### src/rtl/i2c_reg_sequencer.sv
// Write-only I2C register sequencer: after a power-up delay, sends NUM_WORDS 16-bit table words to one device.
// Optional build macro I2C_SEQ_ACK_CHECK_EN enables ACK sampling, per-word retry and the ack_err flag.
module i2c_reg_sequencer #(
    parameter int unsigned CLK_DIV    = 2,
    parameter int unsigned NUM_WORDS  = 8,
    parameter logic [6:0]  DEV_ADDR   = 7'h1A,
    parameter int unsigned INIT_DELAY = 160000,
    parameter int unsigned MAX_RETRY  = 3
) (
    input  logic        inclk,
    input  logic        rst_n,
    input  logic        start,
    output logic [7:0]  word_idx,
    input  logic [15:0] word_data,
    output logic        busy,
    output logic        done,
    output logic        ack_err,
    output logic        scl_oe,
    output logic        sda_oe,
    input  logic        sda_i
);

    localparam int unsigned DIV_W  = (CLK_DIV > 1) ? $clog2(CLK_DIV) : 1;
    localparam int unsigned RTY_W  = $clog2(MAX_RETRY + 2);
    localparam int unsigned BIT_W  = 5;
    localparam int unsigned FRM_W  = 27;
    localparam int unsigned CNT_W  = 32;

`ifdef I2C_SEQ_ACK_CHECK_EN
    localparam logic ACK_EN = 1'b1;
`else
    localparam logic ACK_EN = 1'b0;
`endif

    typedef enum logic [2:0] {
        S_INIT,
        S_IDLE,
        S_START,
        S_BIT,
        S_STOP,
        S_GAP
    } state_t;

    state_t             state_q, state_d;
    logic [DIV_W-1:0]   div_q, div_d;
    logic [1:0]         ph_q, ph_d;
    logic [BIT_W-1:0]   bit_q, bit_d;
    logic [FRM_W-1:0]   sh_q, sh_d;
    logic [CNT_W-1:0]   init_cnt_q, init_cnt_d;
    logic [7:0]         word_idx_q, word_idx_d;
    logic [RTY_W-1:0]   retry_q, retry_d;
    logic               nack_q, nack_d;
    logic               pending_q, pending_d;
    logic               busy_q, busy_d;
    logic               done_q, done_d;
    logic               ack_err_q, ack_err_d;
    logic               scl_q, scl_d;
    logic               sda_q, sda_d;

    logic               tick_c;
    logic               end_c;
    logic               last_word_c;
    logic               ack_bit_c;
    logic [FRM_W-1:0]   frame_c;

    assign tick_c      = (div_q == DIV_W'(CLK_DIV - 1));
    assign end_c       = tick_c && (ph_q == 2'd3);
    assign last_word_c = (word_idx_q == 8'(NUM_WORDS - 1));
    assign ack_bit_c   = (bit_q == 5'd8) || (bit_q == 5'd17) || (bit_q == 5'd26);
    // Ones in the ACK slots release SDA so the slave can drive it.
    assign frame_c     = {DEV_ADDR, 1'b0, 1'b1, word_data[15:8], 1'b1, word_data[7:0], 1'b1};

    // State register
    always_ff @(posedge inclk or negedge rst_n) begin
        if (!rst_n) begin
            state_q    <= S_INIT;
            div_q      <= '0;
            ph_q       <= '0;
            bit_q      <= '0;
            sh_q       <= '0;
            init_cnt_q <= '0;
            word_idx_q <= '0;
            retry_q    <= '0;
            nack_q     <= 1'b0;
            pending_q  <= 1'b0;
            busy_q     <= 1'b1;
            done_q     <= 1'b0;
            ack_err_q  <= 1'b0;
            scl_q      <= 1'b0;
            sda_q      <= 1'b0;
        end else begin
            state_q    <= state_d;
            div_q      <= div_d;
            ph_q       <= ph_d;
            bit_q      <= bit_d;
            sh_q       <= sh_d;
            init_cnt_q <= init_cnt_d;
            word_idx_q <= word_idx_d;
            retry_q    <= retry_d;
            nack_q     <= nack_d;
            pending_q  <= pending_d;
            busy_q     <= busy_d;
            done_q     <= done_d;
            ack_err_q  <= ack_err_d;
            scl_q      <= scl_d;
            sda_q      <= sda_d;
        end
    end

    // Next-state and registered-output logic
    always_comb begin
        state_d    = state_q;
        div_d      = div_q + DIV_W'(1);
        ph_d       = ph_q;
        bit_d      = bit_q;
        sh_d       = sh_q;
        init_cnt_d = init_cnt_q;
        word_idx_d = word_idx_q;
        retry_d    = retry_q;
        nack_d     = nack_q;
        pending_d  = pending_q;
        busy_d     = busy_q;
        done_d     = 1'b0;
        ack_err_d  = ack_err_q;
        scl_d      = 1'b0;
        sda_d      = 1'b0;

        if (tick_c) begin
            div_d = '0;
            ph_d  = ph_q + 2'd1;
        end
        // A request during a running sequence is remembered; during INIT it is absorbed.
        if (start && (state_q != S_INIT) && (state_q != S_IDLE)) begin
            pending_d = 1'b1;
        end

        unique case (state_q)
            S_INIT: begin
                div_d  = '0;
                ph_d   = '0;
                busy_d = 1'b1;
                if ((init_cnt_q + CNT_W'(1)) >= CNT_W'(INIT_DELAY)) begin
                    init_cnt_d = '0;
                    state_d    = S_START;
                    word_idx_d = '0;
                    retry_d    = '0;
                    nack_d     = 1'b0;
                    ack_err_d  = 1'b0;
                end else begin
                    init_cnt_d = init_cnt_q + CNT_W'(1);
                end
            end
            S_IDLE: begin
                div_d = '0;
                ph_d  = '0;
                if (start || pending_q) begin
                    state_d    = S_START;
                    busy_d     = 1'b1;
                    pending_d  = 1'b0;
                    word_idx_d = '0;
                    retry_d    = '0;
                    nack_d     = 1'b0;
                    ack_err_d  = 1'b0;
                end
            end
            S_START: begin
                if (end_c) begin
                    state_d = S_BIT;
                    bit_d   = '0;
                    sh_d    = frame_c;
                end
            end
            S_BIT: begin
                if (tick_c && (ph_q == 2'd2) && ack_bit_c && ACK_EN && sda_i) begin
                    nack_d = 1'b1;
                end
                if (end_c) begin
                    sh_d = {sh_q[FRM_W-2:0], 1'b1};
                    if (bit_q == 5'd26) begin
                        state_d = S_STOP;
                    end else begin
                        bit_d = bit_q + BIT_W'(1);
                    end
                end
            end
            S_STOP: begin
                if (end_c) begin
                    state_d = S_GAP;
                end
            end
            S_GAP: begin
                // End of frame: retry, advance, or finish the sequence.
                if (end_c) begin
                    nack_d = 1'b0;
                    if (nack_q && (retry_q < RTY_W'(MAX_RETRY))) begin
                        retry_d = retry_q + RTY_W'(1);
                        state_d = S_START;
                    end else if (nack_q || last_word_c) begin
                        state_d    = S_IDLE;
                        done_d     = 1'b1;
                        busy_d     = pending_d;
                        word_idx_d = '0;
                        retry_d    = '0;
                        if (nack_q) begin
                            ack_err_d = 1'b1;
                        end
                    end else begin
                        retry_d    = '0;
                        word_idx_d = word_idx_q + 8'd1;
                        state_d    = S_START;
                    end
                end
            end
            default: state_d = S_INIT;
        endcase

        // Line drive is a function of the upcoming state/phase so the outputs track it exactly.
        unique case (state_d)
            S_START: begin
                scl_d = ph_d[1];
                sda_d = (ph_d != 2'd0);
            end
            S_BIT: begin
                scl_d = (ph_d == 2'd0) || (ph_d == 2'd3);
                sda_d = ~sh_d[FRM_W-1];
            end
            S_STOP: begin
                scl_d = (ph_d == 2'd0);
                sda_d = (ph_d < 2'd2);
            end
            default: begin
                scl_d = 1'b0;
                sda_d = 1'b0;
            end
        endcase
    end

    assign word_idx = word_idx_q;
    assign busy     = busy_q;
    assign done     = done_q;
    assign ack_err  = ack_err_q;
    assign scl_oe   = scl_q;
    assign sda_oe   = sda_q;

endmodule

### config.mk
export PLATFORM = sky130hd
export DESIGN_NAME = i2c_reg_sequencer
export DESIGN_NICKNAME = d
export VERILOG_FILES = /design/src/rtl/i2c_reg_sequencer.sv
export SDC_FILE = /design/constraint.sdc
export NUM_CORES = 1
export LEC_CHECK = 0
export ABC_AREA = 1
export BUFFER_PORTS_ARGS = -buffer_cell sky130_fd_sc_hd__clkbuf_2
export CORE_ASPECT_RATIO = 0.75
export CORE_MARGIN = 2
export CORE_UTILIZATION = 55
export DETAILED_ROUTE_END_ITERATION = 10
export PLACE_DENSITY_LB_ADDON = 0.3
export SETUP_SLACK_MARGIN = 0.4
export SYNTH_ARGS = -nofsm -noshare
export SYNTH_HDL_FRONTEND = slang
export SYNTH_SLANG_ARGS = --single-unit
### constraint.sdc
create_clock -name inclk -period 2 [get_ports inclk]
set_input_delay 0.4 -clock inclk [delete_from_list [all_inputs] [get_ports inclk]]
set_output_delay 0.4 -clock inclk [all_outputs]
set_load 0.02 [all_outputs]
==> flow_summary.toml, run 1 <==
[status]
run_status = "complete, but fails checks"
violations = "design-rule violations, negative setup slack"

[layout]
regArea_sq_um = 2110
fillers = 514
finalNetCount = 783
insertedDiodeCount = 0
multi_input_area_sq_um = 2750
syn_to_final_growth_pct = 39.6
instances_no_fill = 870
drive_above_1_share_pct = 36.7
fin_util_pct = 78.8

[timing]
timing.final.crit_share_pct = 121
slew_headroom_pct = 62.2
rsz0062_at_grt = "yes"
setup_slack_ns = -0.424
drv_slew = 0
timing_hold_violations_final = 0
fin_crit_ns = 2.42
tightest_slew_ns = 0.563
setup_viol = 30
skew_ns = 0.00530
max_freq_ghz = 0.413

[global_routing]
first_global_vias = 4403
globalRouteOverflowTotal = 0
grt_pass1_wl_mm = 20.8
grt_max_degree = 52
grt_usage_pct = 27.5
antenna_found_initial = 0

[yosys]
synth_area_sq_um = 4750
synth_seq_cells = 84
synthCells = 627
synthFlopType = "dfrtp_1"
synth_commonest_cells = "nand2_1, nor2_1, inv_1, dfrtp_1, nand3_1"
async_flop_share_pct = 100
synth.area.top_cells = "dfrtp_1, nand2_1, nor2_1"
syn_avg_cell_area_sq_um = 7.58
yosysTopAreaCell = "dfrtp_1"
yosysWarnings = 0
yosysMostFrequentCell = "nand2_1"
syn_nets = 653
synth_cell_type_count = 38
synth-edff-count = 0
yosysTopAreaCellShare_pct = 43.7
ys_seq_area_share_pct = 44.3

[clock_tree]
clock_latency_ns = 0.34
clk_pin_slew_ns = 0.07
h-tree-depth = 3
clk_path_buf_depth = 2
clk_root_buffer_cell = "clkbuf_16"
clock_sinks = 84
cts_buffers = 9
cts_tree = "built"

[critical_path]
cp-start-kind = "flop"
crit_path_cell_trace = "nand2_1, nor2_1, buf_4, nand2_1, nor2_1, nand2_1, nand2_1, nand2_1, nor2_1, nand2_1, nor2_4, nand3_4, nand2_4, nand2_4, nand3_2, nand2_2"
worstPathArrival_ns = 2.65
slowest_delay_ns = 0.40
crit_path_end_kind = "flop"
slowest_stage = "dfrtp_1"
critPathKind = "reg -> reg"
worst-path-buf-inv = 1
critPathRequiredTime_ns = 2.23
path_max_fanout = 3
cp_common_cell = "nand2_1"
crit_family = "simple AND/OR/NAND/NOR gates"

[placement]
dp_cells = 818
portBuffers = 31
gp_congestion = 0.922
hpwl_mm = 8.63

[floorplan]
num_rows = 29
ioPinCount = 33
die_w_um = 111
die_h_um = 84.5
initial_utilization_pct = 56.4
die_area_sq_um = 9400
coreArea_sq_um = 8420

[drt]
drc_errors = 2
vias_per_cell = 5.79
drt-total-wl_mm = 15.6
antenna_left = 0
num_vias = 5039
drt_iter0_drc = 599
first_pass_iters = 8
wire_per_inst_um = 17.9

[power]
p_per_area_nw_per_um2 = 527
power.total_mw = 3.49
p_leak_nw = 3.09
irDropWorstVdd_mv = 0.536

[run]
drv_cap = 0

[hold_path]
min_path_type = "in -> reg"
==> metrics by stage <==
stage | area (sq um) | hold WS [ns] | setup slack (ns) | setup TNS (ns)
after detailed placement | 5510 | 0.215 | -0.240 | -5.56
after global routing | 6630 | 0.290 | -0.558 | -14.94
final | 6630 | 0.291 | -0.424 | -10.58
after floorplan | 4800 | 0.104 | 0.0804 | 0
after CTS | 6040 | 0.283 | -0.202 | -4.30
after global placement | 5510 | 0.215 | -0.168 | -3.84
==> logic make-up after synthesis <==
family | Yosys count | share of synthesized area, %
buf+inv | 97 | 8.01
xor+xnor | 8 | 1.63
fa+ha+maj | 6 | 1.58
flops | 84 | 44.3
simple gates | 352 | 33.7
compound gates | 80 | 10.8
==> worst reg2reg max path: stages (launching register included) <==
cell and delay (ns):
dfrtp_1 0.40, nand2_1 0.11, nor2_1 0.16, buf_4 0.14, nand2_1 0.08, nor2_1 0.23, nand2_1 0.08, nand2_1 0.07
nand2_1 0.05, nor2_1 0.12, nand2_1 0.11, nor2_4 0.20, nand3_4 0.16, nand2_4 0.15, nand2_4 0.08, nand3_2 0.09
nand2_2 0.07
==> state kept, by name (all words and copies together), names as in the netlist <==
signal / flops
div_q: 1
pending_q: 1
word_idx: 8
busy: 1
bit_q: 5
ph_q: 2
ack_err: 1
state_q: 3
sh_q: 27
scl_oe: 1
init_cnt_q: 32
sda_oe: 1
done: 1
==> metal layers <==
layer,part of all wire (%),wire length (um),global-route usage [%],vias up
met1,40,6290,39.3,2408
met5,0,0,0,-
li1,-,-,-,2262
met3,7.9,1230,6.06,73
met2,47,7350,42.9,296
met4,4.5,707,7.63,0
==> power breakdown <==
group	internal, mW	leakage [nW]	switching, mW	total (mW)
clock network	0.975	0.138	0.748	1.72
logic	0.0214	1.94	0.0456	0.0670
registers	1.70	1.01	0.00123	1.70
==> timing repair <==
item	in CTS	in global routing
pin swaps	15	49
setup buffers	16	16
hold endpoints to repair	4	0
hold buffers	1	0
gates resized for setup	37	110
endpoints found under the setup margin	50	72
gates cloned	0	3
==> cell usage in the layout (no fill, tap or decap), types with 7 or more instances in the layout <==
master / count
o21ai_2: 13
o21ai_1: 14
nor3_1: 9
inv_1: 74
clkbuf_16: 10
nand4_1: 7
o21ai_0: 9
nand2_1: 158
nor2_4: 23
nand2_2: 22
inv_2: 11
nor2_1: 70
buf_6: 18
dfrtp_1: 81
nor2_2: 10
a22oi_2: 15
buf_4: 74
clkbuf_2: 29
nand3_1: 29
==> final timing paths <==
check / depth (start not counted) / endpoint / slack [ns] / from
worst max-delay path: 16 / scl_oe$_DFF_PN0_ / -0.42 / init_cnt_q[12]$_DFFE_PN0P_
worst min-delay path: 3 / sh_q[15]$_DFFE_PN0P_ / 0.29 / word_data[13]
worst max register to register: 16 / scl_oe$_DFF_PN0_ / -0.42 / init_cnt_q[12]$_DFFE_PN0P_
worst min register to register: 2 / sh_q[0]$_DFFE_PN0P_ / 0.48 / sh_q[0]$_DFFE_PN0P_
max in group asynchronous: 3 / busy$_DFFE_PN1P_ / 0.99 / rst_n
min in group asynchronous: 2 / init_cnt_q[22]$_DFFE_PN0P_ / 0.39 / rst_n
==> layout make-up <==
| class | instances | area share, % |
|---|---|---|
| Multi-Input combinational cell | 448 | 41.5 |
| Sequential cell | 84 | 31.8 |
| Timing Repair Buffer | 126 | 15.1 |
| Inverter | 88 | 5.10 |
| Clock buffer | 9 | 3.40 |
| Tap cell | 108 | 2.04 |
| Clock inverter | 7 | 1.13 |
No activity file was read; power rests on OpenSTA's default activity.
==> run 2: changes to the inputs <==
--- a/config.mk
+++ b/config.mk
@@ -13,6 +13,7 @@
 export DETAILED_ROUTE_END_ITERATION = 10
 export PLACE_DENSITY_LB_ADDON = 0.3
 export SETUP_SLACK_MARGIN = 0.4
+export SKIP_CTS_REPAIR_TIMING = 1
 export SYNTH_ARGS = -nofsm -noshare
 export SYNTH_HDL_FRONTEND = slang
 export SYNTH_SLANG_ARGS = --single-unit
==> run 2 against run 1 <==
Effect of this change:
- the run ends with negative setup slack left
- maximum frequency increased by 3.4%
- count of clock-buffer cells in the layout is the same
- total power decreased by 0.44%
- largest cell class unchanged
==> flow_summary.toml, run 2 (synthesis gave the netlist of run 1 again) <==
[timing]
timing.final.crit_share_pct = 117
drv_slew = 0
timing_hold_violations_final = 0
tns_ns = -8.21
slew_headroom_pct = 66.8
skew_ns = 0.00294
setup_viol = 30
setup_slack_ns = -0.344
rsz0062_at_grt = "yes"
tightest_slew_ns = 0.492
max_freq_ghz = 0.427
fin_crit_ns = 2.34

[drt]
drt_iter0_drc = 513
drt-total-wl_mm = 13.5
first_pass_iters = 5
antenna_left = 0
vias_per_cell = 5.54
wire_per_inst_um = 15.8
num_vias = 4751
drc_errors = 0

[layout]
regMostFlops = "init_cnt_q"
finalNetCount = 770
syn_to_final_growth_pct = 33.1
most-common-layout-cells = "nand2_1, dfrtp_1, buf_4"
instances_no_fill = 857
insertedDiodeCount = 0
layout_commonest_cell = "nand2_1"
fillers = 589
largest_reg_flops = 32
drive_above_1_share_pct = 33.1

[critical_path]
r2r-start = "init_cnt_q[7]$_DFFE_PN0P_"
critPathKind = "reg -> reg"
critPathRequiredTime_ns = 2.27
r2r_setup_slack_ns = -0.34
path_max_fanout = 5
crit_path_end_kind = "flop"
r2r-end = "init_cnt_q[0]$_DFFE_PN0P_"
crit_path_start = "init_cnt_q[7]$_DFFE_PN0P_"
cp-start-kind = "flop"
endpoint = "init_cnt_q[0]$_DFFE_PN0P_"
worstPathArrival_ns = 2.61
r2r_cells = 15

[global_routing]
globalRouteOverflowTotal = 0
antenna_found_initial = 0
grt_pass1_wl_mm = 20.0
grt_max_degree = 52
grt_usage_pct = 26.5
first_global_vias = 4244

[hold_path]
min_path_type = "in -> reg"

[clock_tree]
clk_root_buffer_cell = "clkbuf_16"
cts_tree = "built"
cts_buffers = 9
clock_sinks = 84
clock_latency_ns = 0.34
h-tree-depth = 3
clk_pin_slew_ns = 0.06
clk_path_buf_depth = 2

[floorplan]
ioPinCount = 33
initial_utilization_pct = 56.4
die_area_sq_um = 9400
coreArea_sq_um = 8420
num_rows = 29
die_w_um = 111
die_h_um = 84.5

[power]
irDropWorstVdd_mv = 0.562
p_per_area_nw_per_um2 = 550
p_leak_nw = 2.98
power.total_mw = 3.48

[run]
drv_cap = 0

[status]
run_status = "complete, but fails checks"
violations = "negative setup slack"

[placement]
dp_cells = 818
hpwl_mm = 8.63
gp_congestion = 0.922
portBuffers = 31
-- run 2: critical path, stage by stage, from the launching register on --
cell     delay [ns]
dfrtp_1        0.43
nand2_2        0.13
nor2_4         0.17
buf_4          0.13
nand3_1        0.17
inv_1          0.13
nand2_1        0.06
nand2_1        0.06
nand2_1        0.04
nor2_1         0.10
nand2_1        0.10
nor2_4         0.17
nand3_4        0.16
nor2_4         0.23
nor2_1         0.07
a21oi_1        0.11
-- run 2: layout make-up --
class                           instances  area [sq um]  share of cell area (%)
Clock inverter                          7          75.1                    1.19
Timing Repair Buffer                  113           803                    12.7
Tap cell                              108           135                    2.14
Inverter                               88           340                    5.38
Sequential cell                        84          2110                    33.4
Multi-Input combinational cell        448          2630                    41.7
Clock buffer                            9           225                    3.56
-- run 2: worst min-delay path by stage --
| stage | to | slack, ns | cells after the start | start |
|---|---|---|---|---|
| 2_1_floorplan | ack_err$_DFFE_PN0P_ | 0.10 | 0 | rst_n |
| 3_3_place_gp | init_cnt_q[27]$_DFFE_PN0P_ | 0.21 | 1 | rst_n |
| 3_5_place_dp | init_cnt_q[27]$_DFFE_PN0P_ | 0.21 | 1 | rst_n |
| 4_1_cts | init_cnt_q[27]$_DFFE_PN0P_ | -0.15 | 1 | rst_n |
| 5_1_grt | sh_q[15]$_DFFE_PN0P_ | 0.29 | 3 | word_data[13] |
| 6_report | sh_q[15]$_DFFE_PN0P_ | 0.29 | 3 | word_data[13] |
-- run 2: report_power, final --
group          internal, mW  switching [mW]
registers              1.70         0.00115
clock network         0.974           0.738
logic                0.0212          0.0415
-- run 2: routing by layer --
| metal | part of all wire, % | GRT usage, % | vias up |
|---|---|---|---|
| met5 | 0 | 0 | - |
| met2 | 47 | 40.0 | 206 |
| met1 | 44 | 39.0 | 2257 |
| met4 | 3.0 | 7.18 | 0 |
| met3 | 6.4 | 5.92 | 50 |
| li1 | - | - | 2238 |
-- run 2: metrics by stage --
stage                     hold slack (ns)  cell area, sq um  utilization [%]  setup WS [ns]
after floorplan                     0.104              4800                -         0.0804
after global placement              0.215              5510             65.4         -0.168
after detailed placement            0.215              5510             65.4         -0.240
after CTS                          -0.151              5810             69.0         -0.311
after global routing                0.293              6320             75.1         -0.436
final                               0.286              6320             75.1         -0.344
==> run 3: changes to the inputs <==
--- a/config.mk
+++ b/config.mk
@@ -12,6 +12,7 @@
 export CORE_UTILIZATION = 55
 export DETAILED_ROUTE_END_ITERATION = 10
 export PLACE_DENSITY_LB_ADDON = 0.3
+export RECOVER_POWER = 100
 export SETUP_SLACK_MARGIN = 0.4
 export SKIP_CTS_REPAIR_TIMING = 1
 export SYNTH_ARGS = -nofsm -noshare
==> run 3 against run 2 <==
Effect of this change:
- the flow still finishes with violations (negative setup slack)
- critical path depth did not move
- cell count unchanged
- first-iteration DRC count decreased by 18%
- total power shrank 0.27%
- combinational power decreased by 9.4%
- critical endpoint unchanged
- highest routed layer unchanged
==> flow_summary.toml, run 3 (synthesis gave the netlist of run 1 again) <==
[hold_path]
min_path_type = "in -> reg"
min_to = "sh_q[16]$_DFFE_PN0P_"
min-delay-start = "word_data[14]"
hold_depth = 3

[clock_tree]
clock_sinks = 84
clk_pin_slew_ns = 0.07
clk_root_buffer_cell = "clkbuf_16"
clock_latency_ns = 0.34
cts_buffers = 9
cts_tree = "built"
clk_path_buf_depth = 2
h-tree-depth = 3

[timing]
tns_ns = -8.21
fin_crit_ns = 2.34
timing.final.crit_share_pct = 117
timing_hold_violations_final = 0
skew_ns = 0.00375
setup_viol = 31
setup_slack_ns = -0.342
slew_headroom_pct = 44.3
drv_slew = 0
max_freq_ghz = 0.427
rsz0062_at_grt = "yes"
tightest_slew_ns = 0.835
holdWs_ns = 0.287

[critical_path]
cp_common_cell = "nand2_1"
crit_path_cell_trace = "nand2_2, nor2_4, buf_4, nand3_1, inv_1, nand2_1, nand2_1, nand2_1, nor2_1, nand2_1, nor2_4, nand3_4, nor2_4, nor2_1, a21oi_1"
r2r_setup_slack_ns = -0.34
crit_path_start = "init_cnt_q[7]$_DFFE_PN0P_"
r2r_cells = 15
r2r-start = "init_cnt_q[7]$_DFFE_PN0P_"
path_max_fanout = 5
worstPathArrival_ns = 2.61
cp-start-kind = "flop"
critPathRequiredTime_ns = 2.27
slowest_delay_ns = 0.43
critPathKind = "reg -> reg"
crit_path_end_kind = "flop"
r2r-end = "init_cnt_q[0]$_DFFE_PN0P_"
slowest_stage = "dfrtp_1"

[placement]
portBuffers = 31
dp_cells = 818
gp_congestion = 0.922
placed_area_sq_um = 5510
hpwl_mm = 8.63

[floorplan]
num_rows = 29
ioPinCount = 33
coreArea_sq_um = 8420
die_h_um = 84.5
die_w_um = 111
die_area_sq_um = 9400
initial_utilization_pct = 56.4

[global_routing]
grt_pass1_wl_mm = 20.0
grt_usage_pct = 26.5
antenna_found_initial = 0
grt_max_degree = 52
first_global_vias = 4244
globalRouteOverflowTotal = 0

[power]
irDropWorstVdd_mv = 0.560
p_per_area_nw_per_um2 = 557
p_int_mw = 2.69
switching_share_pct = 22.4
p_switching_uw = 776
pwr-share-clk_pct = 49.3
p_seq_share_pct = 49.1
p_leak_nw = 2.93
pwr-share-comb_pct = 1.6

[drt]
drc_errors = 0
num_vias = 4737
drt-total-wl_mm = 13.5
antenna_left = 0
first_pass_iters = 5
drt_iter0_drc = 423
vias_per_cell = 5.53
wire_per_inst_um = 15.7

[layout]
design_area_sq_um = 6220
insertedDiodeCount = 0
layout_commonest_cell = "nand2_1"
regMostFlops = "init_cnt_q"
most-common-layout-cells = "nand2_1, dfrtp_1, inv_1"
syn_to_final_growth_pct = 31.0
drive_above_1_share_pct = 30.0
largest_reg_flops = 32
instances_no_fill = 857
finalNetCount = 770

[status]
run_status = "complete, but fails checks"
violations = "negative setup slack"

[run]
drv_cap = 0
-- run 3: cell types whose count changed in the layout (fill, tap and decap cells not counted), moves of 2 or more --
cell	previous run	this run
inv_1	76	78
clkbuf_2	30	22
nor2_1	71	75
clkbuf_1	0	15
nor2_4	21	17
inv_2	9	7
buf_4	77	70
clkbuf_4	0	2
-- run 3: worst max-delay path by stage --
stage | end | slack [ns] | cells after the start
3_5_place_dp | sda_oe$_DFF_PN0_ | -0.24 | 14
3_3_place_gp | init_cnt_q[2]$_DFFE_PN0P_ | -0.17 | 13
2_1_floorplan | word_idx[5]$_DFFE_PN0P_ | 0.08 | 15
5_1_grt | word_idx[6]$_DFFE_PN0P_ | -0.43 | 15
6_report | init_cnt_q[0]$_DFFE_PN0P_ | -0.34 | 15
4_1_cts | scl_oe$_DFF_PN0_ | -0.31 | 16
-- run 3: metal layers --
layer	up-vias	share of wire, %	GRT usage [%]
met4	0	2.5	7.18
met5	-	0	0
li1	2236	-	-
met3	38	8.0	5.92
met2	221	47	40.0
met1	2242	42	39.0
-- run 3: power by group through the flow --
| stage | Combinational (mW) | Clock [mW] | Sequential, mW |
|---|---|---|---|
| 2_1_floorplan | 0.00154 | 0 | 1.73 |
| 3_3_place_gp | 0.0634 | 0 | 1.73 |
| 3_5_place_dp | 0.0632 | 0 | 1.73 |
| 4_1_cts | 0.0636 | 1.72 | 1.70 |
| 5_1_grt | 0.0664 | 1.80 | 1.70 |
| 6_report | 0.0568 | 1.71 | 1.70 |
-- run 3: final cells by class --
class	instances	area (sq um)
inverters	88	340
well taps	108	135
flip-flops and latches	84	2110
clock inverters	7	75.1
multi-input cells	448	2590
clock buffers	9	225
fillers	614	2190
repair buffers	113	751
-- run 3: critical path: cells and delay by family, from the launching register on --
| family | cells | cell delay [ns] |
|---|---|---|
| and+or+nand+nor | 12 | 1.45 |
| DFF | 1 | 0.43 |
| buffers and inverters | 2 | 0.27 |
| AOI/OAI and AO/OA | 1 | 0.11 |
-- run 3: stage by stage --
stage	power, mW	utilization [%]	setup WS (ns)
5_1_grt	3.57	73.9	-0.432
3_3_place_gp	1.80	65.4	-0.168
2_1_floorplan	1.74	-	0.0804
4_1_cts	3.48	69.0	-0.311
3_5_place_dp	1.80	65.4	-0.240
6_report	3.47	73.9	-0.342
